<file path="config.mk">
export PLATFORM = sky130hd
export DESIGN_NAME = lc3_mem_ctrl
export DESIGN_NICKNAME = d
export VERILOG_FILES = /design/src/rtl/lc3_mem_pkg.sv /design/src/rtl/mem_cycle_counter.sv /design/src/rtl/lc3_mem_ctrl.sv
export SDC_FILE = /design/constraint.sdc
export NUM_CORES = 1
export LEC_CHECK = 0
export CORE_MARGIN = 2
export CORE_UTILIZATION = 35
export DETAILED_ROUTE_END_ITERATION = 8
export GPL_ROUTABILITY_DRIVEN = 0
export PLACE_DENSITY = 0.72
export SETUP_SLACK_MARGIN = 0.02
export SYNTH_ARGS = -nofsm -noshare
export SYNTH_HDL_FRONTEND = slang
export SYNTH_SLANG_ARGS = --single-unit
</file>
<file path="constraint.sdc">
create_clock -name CLK -period 2.9 [get_ports CLK]
set_input_delay 0.58 -clock CLK [delete_from_list [all_inputs] [get_ports CLK]]
set_output_delay 0.58 -clock CLK [all_outputs]
set_load 0.1 [all_outputs]
</file>
<file path="src/rtl/lc3_mem_pkg.sv">
// Shared types and constants for the LC-3 memory access controller.
package lc3_mem_pkg;

    // Controller FSM states.
    typedef enum logic [2:0] {
        ST_IDLE     = 3'd0,
        ST_RD_SETUP = 3'd1,
        ST_RD_WAIT  = 3'd2,
        ST_WR       = 3'd3,
        ST_DONE     = 3'd4
    } mem_state_e;

    // Request type encoding on RW.
    localparam logic MEM_RD = 1'b0;
    localparam logic MEM_WR = 1'b1;

    // Default write hold length and read timeout, in cycles.
    localparam int DEF_WR_CYCLES = 2;
    localparam int DEF_TIMEOUT   = 15;

    // Width of the shared cycle counter.
    localparam int CNT_W = 8;

    // States in which the RAM is selected.
    function automatic logic drives_cs(input mem_state_e st);
        return (st == ST_RD_SETUP) || (st == ST_RD_WAIT) || (st == ST_WR);
    endfunction

endpackage

</file>
<file path="src/rtl/mem_cycle_counter.sv">
// Cycle counter with synchronous clear, enable and a terminal-count flag
// that fires on the last cycle of a window of limit_i cycles.
module mem_cycle_counter #(
    parameter int W = 8
) (
    input  logic         clk_i,
    input  logic         rst_i,
    input  logic         clr_i,
    input  logic         en_i,
    input  logic [W-1:0] limit_i,
    output logic         tc_o
);

    logic [W-1:0] count_q;
    logic [W-1:0] count_d;

    // Next count: clear wins over enable; no wrap handling because
    // the owning FSM always leaves the counting state before overflow.
    always_comb begin
        count_d = count_q;
        if (clr_i) begin
            count_d = '0;
        end else if (en_i) begin
            count_d = count_q + W'(1);
        end
    end

    // Count register.
    always_ff @(posedge clk_i) begin
        if (rst_i) begin
            count_q <= '0;
        end else begin
            count_q <= count_d;
        end
    end

    // Terminal count: the current cycle is the limit_i-th cycle of the window.
    assign tc_o = (count_q == (limit_i - W'(1)));

endmodule

</file>
<file path="src/rtl/lc3_mem_ctrl.sv">
// LC-3 CPU-side memory access controller: owns MAR/MDR, sequences the
// RAM CS/WE strobes, waits for ready on reads with a timeout, and pulses
// DONE for one cycle when an access completes.
//
// Handshake: REQ is only looked at while BUSY=0 (IDLE); a request seen
// there is accepted on that edge and BUSY rises the next cycle. REQ at
// any other time, including the DONE cycle, is dropped, not queued. On
// the RAM side, CS (and WE for writes) is held for the whole access and
// MEM_READY is a read-data-valid qualifier sampled only in RD_WAIT.
module lc3_mem_ctrl
    import lc3_mem_pkg::*;
#(
    parameter int WR_CYCLES = DEF_WR_CYCLES,
    parameter int TIMEOUT   = DEF_TIMEOUT
) (
    input  logic        CLK,
    input  logic        RST,
    input  logic        REQ,
    input  logic        RW,
    input  logic [15:0] ADDR_IN,
    input  logic [15:0] DATA_IN,
    output logic        BUSY,
    output logic        DONE,
    output logic        ERR,
    output logic [15:0] MDR_OUT,
    output logic [15:0] MEM_ADDR,
    output logic [15:0] MEM_DATA,
    output logic        MEM_CS,
    output logic        MEM_WE,
    input  logic        MEM_READY,
    input  logic [15:0] MEM_RDATA,
    output logic [2:0]  STATE_DBG
);

    mem_state_e  state_q, state_d;
    logic [15:0] mar_q, mar_d;
    logic [15:0] mdr_q, mdr_d;
    logic        rw_q, rw_d;
    logic        err_q, err_d;

    logic             cnt_clr;
    logic             cnt_en;
    logic             cnt_tc;
    logic [CNT_W-1:0] cnt_limit;

    // The latched request type picks the window: write hold or read timeout.
    assign cnt_limit = (rw_q == MEM_WR) ? CNT_W'(WR_CYCLES) : CNT_W'(TIMEOUT);

    // Counter restarts on every state entry and runs only while waiting.
    assign cnt_clr = (state_d != state_q) || (state_q == ST_IDLE);
    assign cnt_en  = (state_q == ST_RD_WAIT) || (state_q == ST_WR);

    mem_cycle_counter #(
        .W (CNT_W)
    ) u_cnt (
        .clk_i   (CLK),
        .rst_i   (RST),
        .clr_i   (cnt_clr),
        .en_i    (cnt_en),
        .limit_i (cnt_limit),
        .tc_o    (cnt_tc)
    );

    // Next-state and register-update logic for the access sequence.
    always_comb begin
        state_d = state_q;
        mar_d   = mar_q;
        mdr_d   = mdr_q;
        rw_d    = rw_q;
        err_d   = err_q;
        unique case (state_q)
            ST_IDLE: begin
                if (REQ) begin
                    mar_d = ADDR_IN;
                    rw_d  = RW;
                    err_d = 1'b0;
                    if (RW == MEM_WR) begin
                        mdr_d   = DATA_IN;
                        state_d = ST_WR;
                    end else begin
                        state_d = ST_RD_SETUP;
                    end
                end
            end
            ST_RD_SETUP: begin
                // Ready still reflects the previous access here; ignore it.
                state_d = ST_RD_WAIT;
            end
            ST_RD_WAIT: begin
                if (MEM_READY) begin
                    mdr_d   = MEM_RDATA;
                    state_d = ST_DONE;
                end else if (cnt_tc) begin
                    err_d   = 1'b1;
                    state_d = ST_DONE;
                end
            end
            ST_WR: begin
                if (cnt_tc) begin
                    state_d = ST_DONE;
                end
            end
            ST_DONE: begin
                state_d = ST_IDLE;
            end
            default: begin
                state_d = ST_IDLE;
            end
        endcase
    end

    // Output decode from the registered state only.
    always_comb begin
        BUSY   = (state_q != ST_IDLE);
        DONE   = (state_q == ST_DONE);
        MEM_CS = drives_cs(state_q);
        MEM_WE = (state_q == ST_WR);
    end

    // State, MAR, MDR, request type and sticky error registers.
    always_ff @(posedge CLK) begin
        if (RST) begin
            state_q <= ST_IDLE;
            mar_q   <= '0;
            mdr_q   <= '0;
            rw_q    <= MEM_RD;
            err_q   <= 1'b0;
        end else begin
            state_q <= state_d;
            mar_q   <= mar_d;
            mdr_q   <= mdr_d;
            rw_q    <= rw_d;
            err_q   <= err_d;
        end
    end

    assign ERR       = err_q;
    assign MDR_OUT   = mdr_q;
    assign MEM_ADDR  = mar_q;
    assign MEM_DATA  = mdr_q;
    assign STATE_DBG = state_q;

endmodule

</file>
# == Word-level counts from Yosys, hierarchy flattened ==
# Cells that the tools add are included.
# classes
add_sub_neg,2
eq_ne,11
n_mux,14
reduce_logical,11
# op_table
op,count
2-to-1 mux 16 bit,3
case mux 16 bit (2 select lines),1
case mux 3 bit (4 select lines),1
"!= test 2 bit, second input constant",5
2-to-1 mux 3 bit,3
"adder 8 x 1 -> 8 bit, second input constant",1
== test 8 bit,1
AND reduction 4 bit,2
"== test 3 x 2 -> 1 bit, second input constant",2
"subtractor 4 x 1 -> 5 bit, second input constant",1
logical OR 1 bit,4
2-to-1 mux 4 bit,1
"== test 3 x 1 -> 1 bit, second input constant",1
"== test 3 bit, second input constant",1
zero test 3 bit,1
2-to-1 mux 1 bit,3
!= test 3 bit,1
nonzero test 3 bit,1
2-to-1 mux 2 bit,1
case mux 1 bit (2 select lines),1
AND reduction 2 bit,1
nonzero test 2 bit,1
OR reduction 2 bit,1
# word_totals
register_bits,45
inputBits,53
output_inout_bits,56
word_cells,44

# == Logic depth before layout (Yosys ltp) ==
# logic_depth
word_depth,9
depth_mapped,6
depth_no_buf,4

# == Cells and area by module ==
# A second synthesis with hierarchy kept.
# unflattened
hier_cells,283
hier_area_um2,2366.0
# by_module_without_submodules
mod,instances,cells_per_inst,area_per_inst_um2,seq_area_each_um2
lc3_mem_ctrl,1,212,1778.0,740.7
mem_cycle_counter,1,71,588.1,160.2

# == Least setup slack after synthesis ==
# Ideal clock, no wire load.
# synth_path
path_type,reg2out
start,register state_q[0] (netlist: STATE_DBG[0])
end,output MEM_CS
arrival_ns,2.566
setup_slack_ns,-0.246
path_stages_with_launch,4
n_path_buf,1
cell_sequence,dfxtp_1 > buf_6 > nor2_1 > nor2_1
# synth_between
elab_chain_cells,3
# synth_lines
item,line,rtl
start: declaration,lc3_mem_ctrl.sv:35,"mem_state_e state_q, state_d;"
start signal: assignment,lc3_mem_ctrl.sv:129,state_q <= state_d;
== test 3 x 1 -> 1 bit / == test 3 x 2 -> 1 bit (equally long branches),lc3_mem_pkg.sv:26,return (st == ST_RD_SETUP) || (st == ST_RD_WAIT) || (st == ST_WR);
logical OR 1 bit,lc3_mem_pkg.sv:26,
logical OR 1 bit (*),lc3_mem_pkg.sv:26,
end: declaration,lc3_mem_ctrl.sv:28,"output logic MEM_CS,"
# Every way passes the cells marked *; elsewhere a longest branch is shown, timed or not.

# == Worst setup path after layout ==
# layout_path
start,register state_q[1] (netlist: STATE_DBG[1])
end,output MEM_WE
# layout_between
elab_chain_cells,1
# layout_lines
item,line,rtl
== test 3 x 2 -> 1 bit,lc3_mem_ctrl.sv:117,MEM_WE = (state_q == ST_WR);
end: declaration,lc3_mem_ctrl.sv:29,"output logic MEM_WE,"
# No other way between the ends.

==> results by group <==
CTS
  • Clk Latency, worst-skew pair: 0.30 ns
  • CTS Hold Bufs: 0
  • CTS clk-pin slew, worst paths: 0.08 ns
  • Clock sinks: 45
  • CTS tree: built
  • Post-CTS resize count: 0
  • CTS root buffer: clkbuf_8
  • Max clock buf depth: 2
  • Post CTS Setup Buffer Count: 0
  • Total CTS buffers: 5
  • Htree depth: 2

Worst hold path
  • Hold Crit Class: reg -> reg
  • HP Start: MEM_ADDR[11]

Timing
  • Final slew viol count: 0
  • Unrepaired setup endpoints after global routing: false
  • Max Clk Rate: 446 MHz
  • Post-layout min period: 2.24 ns
  • Final setup vio count: 0
  • Clock skew: 0.00722 ns
  • Worst-margin pin slew: 0.745 ns
  • Setup TNS: 0 ns
  • Final hold violations: 0
  • Slew margin rel.: 0.502
  • Tcrit/Tclk final: 0.772

Routing
  • Drt pass-1 iters: 4
  • Drt wl/cell: 13.3 um
  • Antenna Nets Post-Route: 0
  • DRC errors left: 0
  • Routed vias: 1843
  • Initial drt markers: 75
  • Drt via density: 4.74
  • Final wirelength: 5190 um

Setup path
  • R2R Path Start: STATE_DBG[1]
  • Max FO, Critical Path: 8
  • CP Launch Point: STATE_DBG[1]
  • Crit path DAT: 1.66 ns
  • CP startpoint kind: flip-flop
  • Crit path capture type: output port
  • Critical path class: reg -> out
  • Crit path required time: 2.32 ns

Cells and area
  • Synth-to-layout area growth: 44.9%
  • Register area: 901 um2
  • Multi-input gate area: 996 um2
  • Nets@finish: 367
  • Share of cells above drive strength 1: 0.274
  • Post-route cell area: 0.00303 mm2
  • Filler instances: 566
  • Diodes inserted: 0

Synth
  • Number of library cell types mapped by synthesis: 33
  • Commonest cells in the netlist: 45 x dfxtp_1, 38 x nand2_1, 25 x nor2_1, 19 x a21oi_1
  • Area contributors post-synth: dfxtp_1 43%, a211oi_2 8.4%, mux2i_1 8.1%, nand2_1 6.8%, buf_4 6.1%
  • Syn Area/Cell: 9.33 um2
  • Number of enable flip-flop cells after synthesis: 0
  • Post-synthesis sequential area ratio: 0.431
  • Mapped Area: 0.00209 mm2
  • Share of the synthesized area in the top cell type: 0.431
  • Net Count, Synth: 278
  • #FFs+latches synth: 45
  • Asr flop ratio synth: 0
  • Synth Warn #: 0
  • Synth Instances: 224
  • Dominant cell type by area after synthesis: dfxtp_1
  • Top-count cell post-synth: dfxtp_1
  • Ys flop type: dfxtp_1

Power and ir drop
  • VDD IR max: 0.368 mV
  • Leakage: 1.21 nW
  • Pwr Density: 727 mW/mm2

Status
  • Outcome: complete, no violations

Floorplanning
  • Die area: 0.00661 mm2
  • Die Span X: 81.3 um
  • FP Rows: 28
  • I/O pin cnt: 109
  • Initial Utilization: 0.357
  • Core ar.: 0.00585 mm2
  • Die Ht: 81.3 um

Global route
  • GRT overflow: 0
  • All-Layer GR Usage: 0.156
  • Initial antenna violation count: 0
  • Largest net degree at the start of global routing: 38
  • Vias in the first global route: 1735
  • First-pass GRT wire length: 7910 um

Place
  • Cell Area, Placed: 0.00294 mm2
  • I/O Buffers: 108
  • Dpl hpwl: 3930 um

Run
  • Max cap viols: 0
[logic make-up after synthesis]
family / count (synthesis) / share of synthesized area
buf+inv: 28 / 0.0940
fa+ha+maj: 1 / 0.00598
mux: 17 / 0.0814
simple gates: 87 / 0.209
xor+xnor: 6 / 0.0251
compound gates: 40 / 0.154
flops: 45 / 0.431
[report_power, final]
group	switching (mW)	total [mW]	internal (mW)
Combinational	0.841	1.10	0.259
Clock	0.209	0.379	0.170
Sequential	0.0512	0.725	0.674
Total	1.10	2.20	1.10
[critical path, stage by stage, from the launching register on]
cell and delay (ns):
dfxtp_1 0.54, nor2b_1 0.33, and2_1 0.21, buf_4 0.30
[path summary, 6_finish.rpt]
check / end / slack [ns] / cells after the start
worst max-delay path: MEM_WE / 0.66 / 3
worst min-delay path: MEM_ADDR[11] / 0.46 / 2
worst max register to register: MDR_OUT[15] / 0.97 / 4
worst min register to register: MEM_ADDR[11] / 0.46 / 2
[area by class of cell]
cell class / instances / area share
flip-flops and latches: 45 / 0.297
clock buffers: 6 / 0.0240
clock inverters: 2 / 0.00496
multi-input cells: 151 / 0.329
well taps: 75 / 0.0310
repair buffers: 110 / 0.314
[state kept, by name (all words and copies together) (netlist names)]
| name | count |
|---|---|
| u_cnt.count_q | 8 |
| MDR_OUT | 16 |
| STATE_DBG | 3 |
| rw_q | 1 |
| ERR | 1 |
| MEM_ADDR | 16 |
[metrics by stage]
| step | worst slack, ns | total power, mW | std cells | util | hold slack [ns] |
|---|---|---|---|---|---|
| final | 0.660 | 2.20 | 389 | 0.518 | 0.458 |
| after global routing | 0.573 | 2.29 | 389 | 0.518 | 0.491 |
| after CTS | 0.673 | 2.22 | 389 | 0.518 | 0.460 |
| after detailed placement | 0.547 | 1.85 | 381 | 0.503 | 0.448 |
| after global placement | 0.616 | 1.84 | 381 | 0.503 | 0.443 |
| after floorplan | 0.176 | 1.64 | 224 | - | 0.450 |
[cell usage in the layout (no fill, tap or decap), types with 3 or more instances in the layout]
cell             Yosys  final
nand2_1             38     38
xor2_1               6      6
a21oi_1             19     19
nor2_1              25     24
clkbuf_8             0      5
a211oi_2            14     14
nand2b_1             3      3
mux2i_1             17     17
clkdlybuf4s50_1      0     51
a211oi_1             3      3
dfxtp_1             45     45
nand4_1              4      4
buf_4               17     58
[metal layers]
metal	global-route usage	vias up	wire [um]
met5	0	-	0
met4	0.0542	0	61
met3	0.0489	8	431
met2	0.267	70	2480
met1	0.182	835	2210
li1	-	930	-
(Power assumes the default switching activity.)
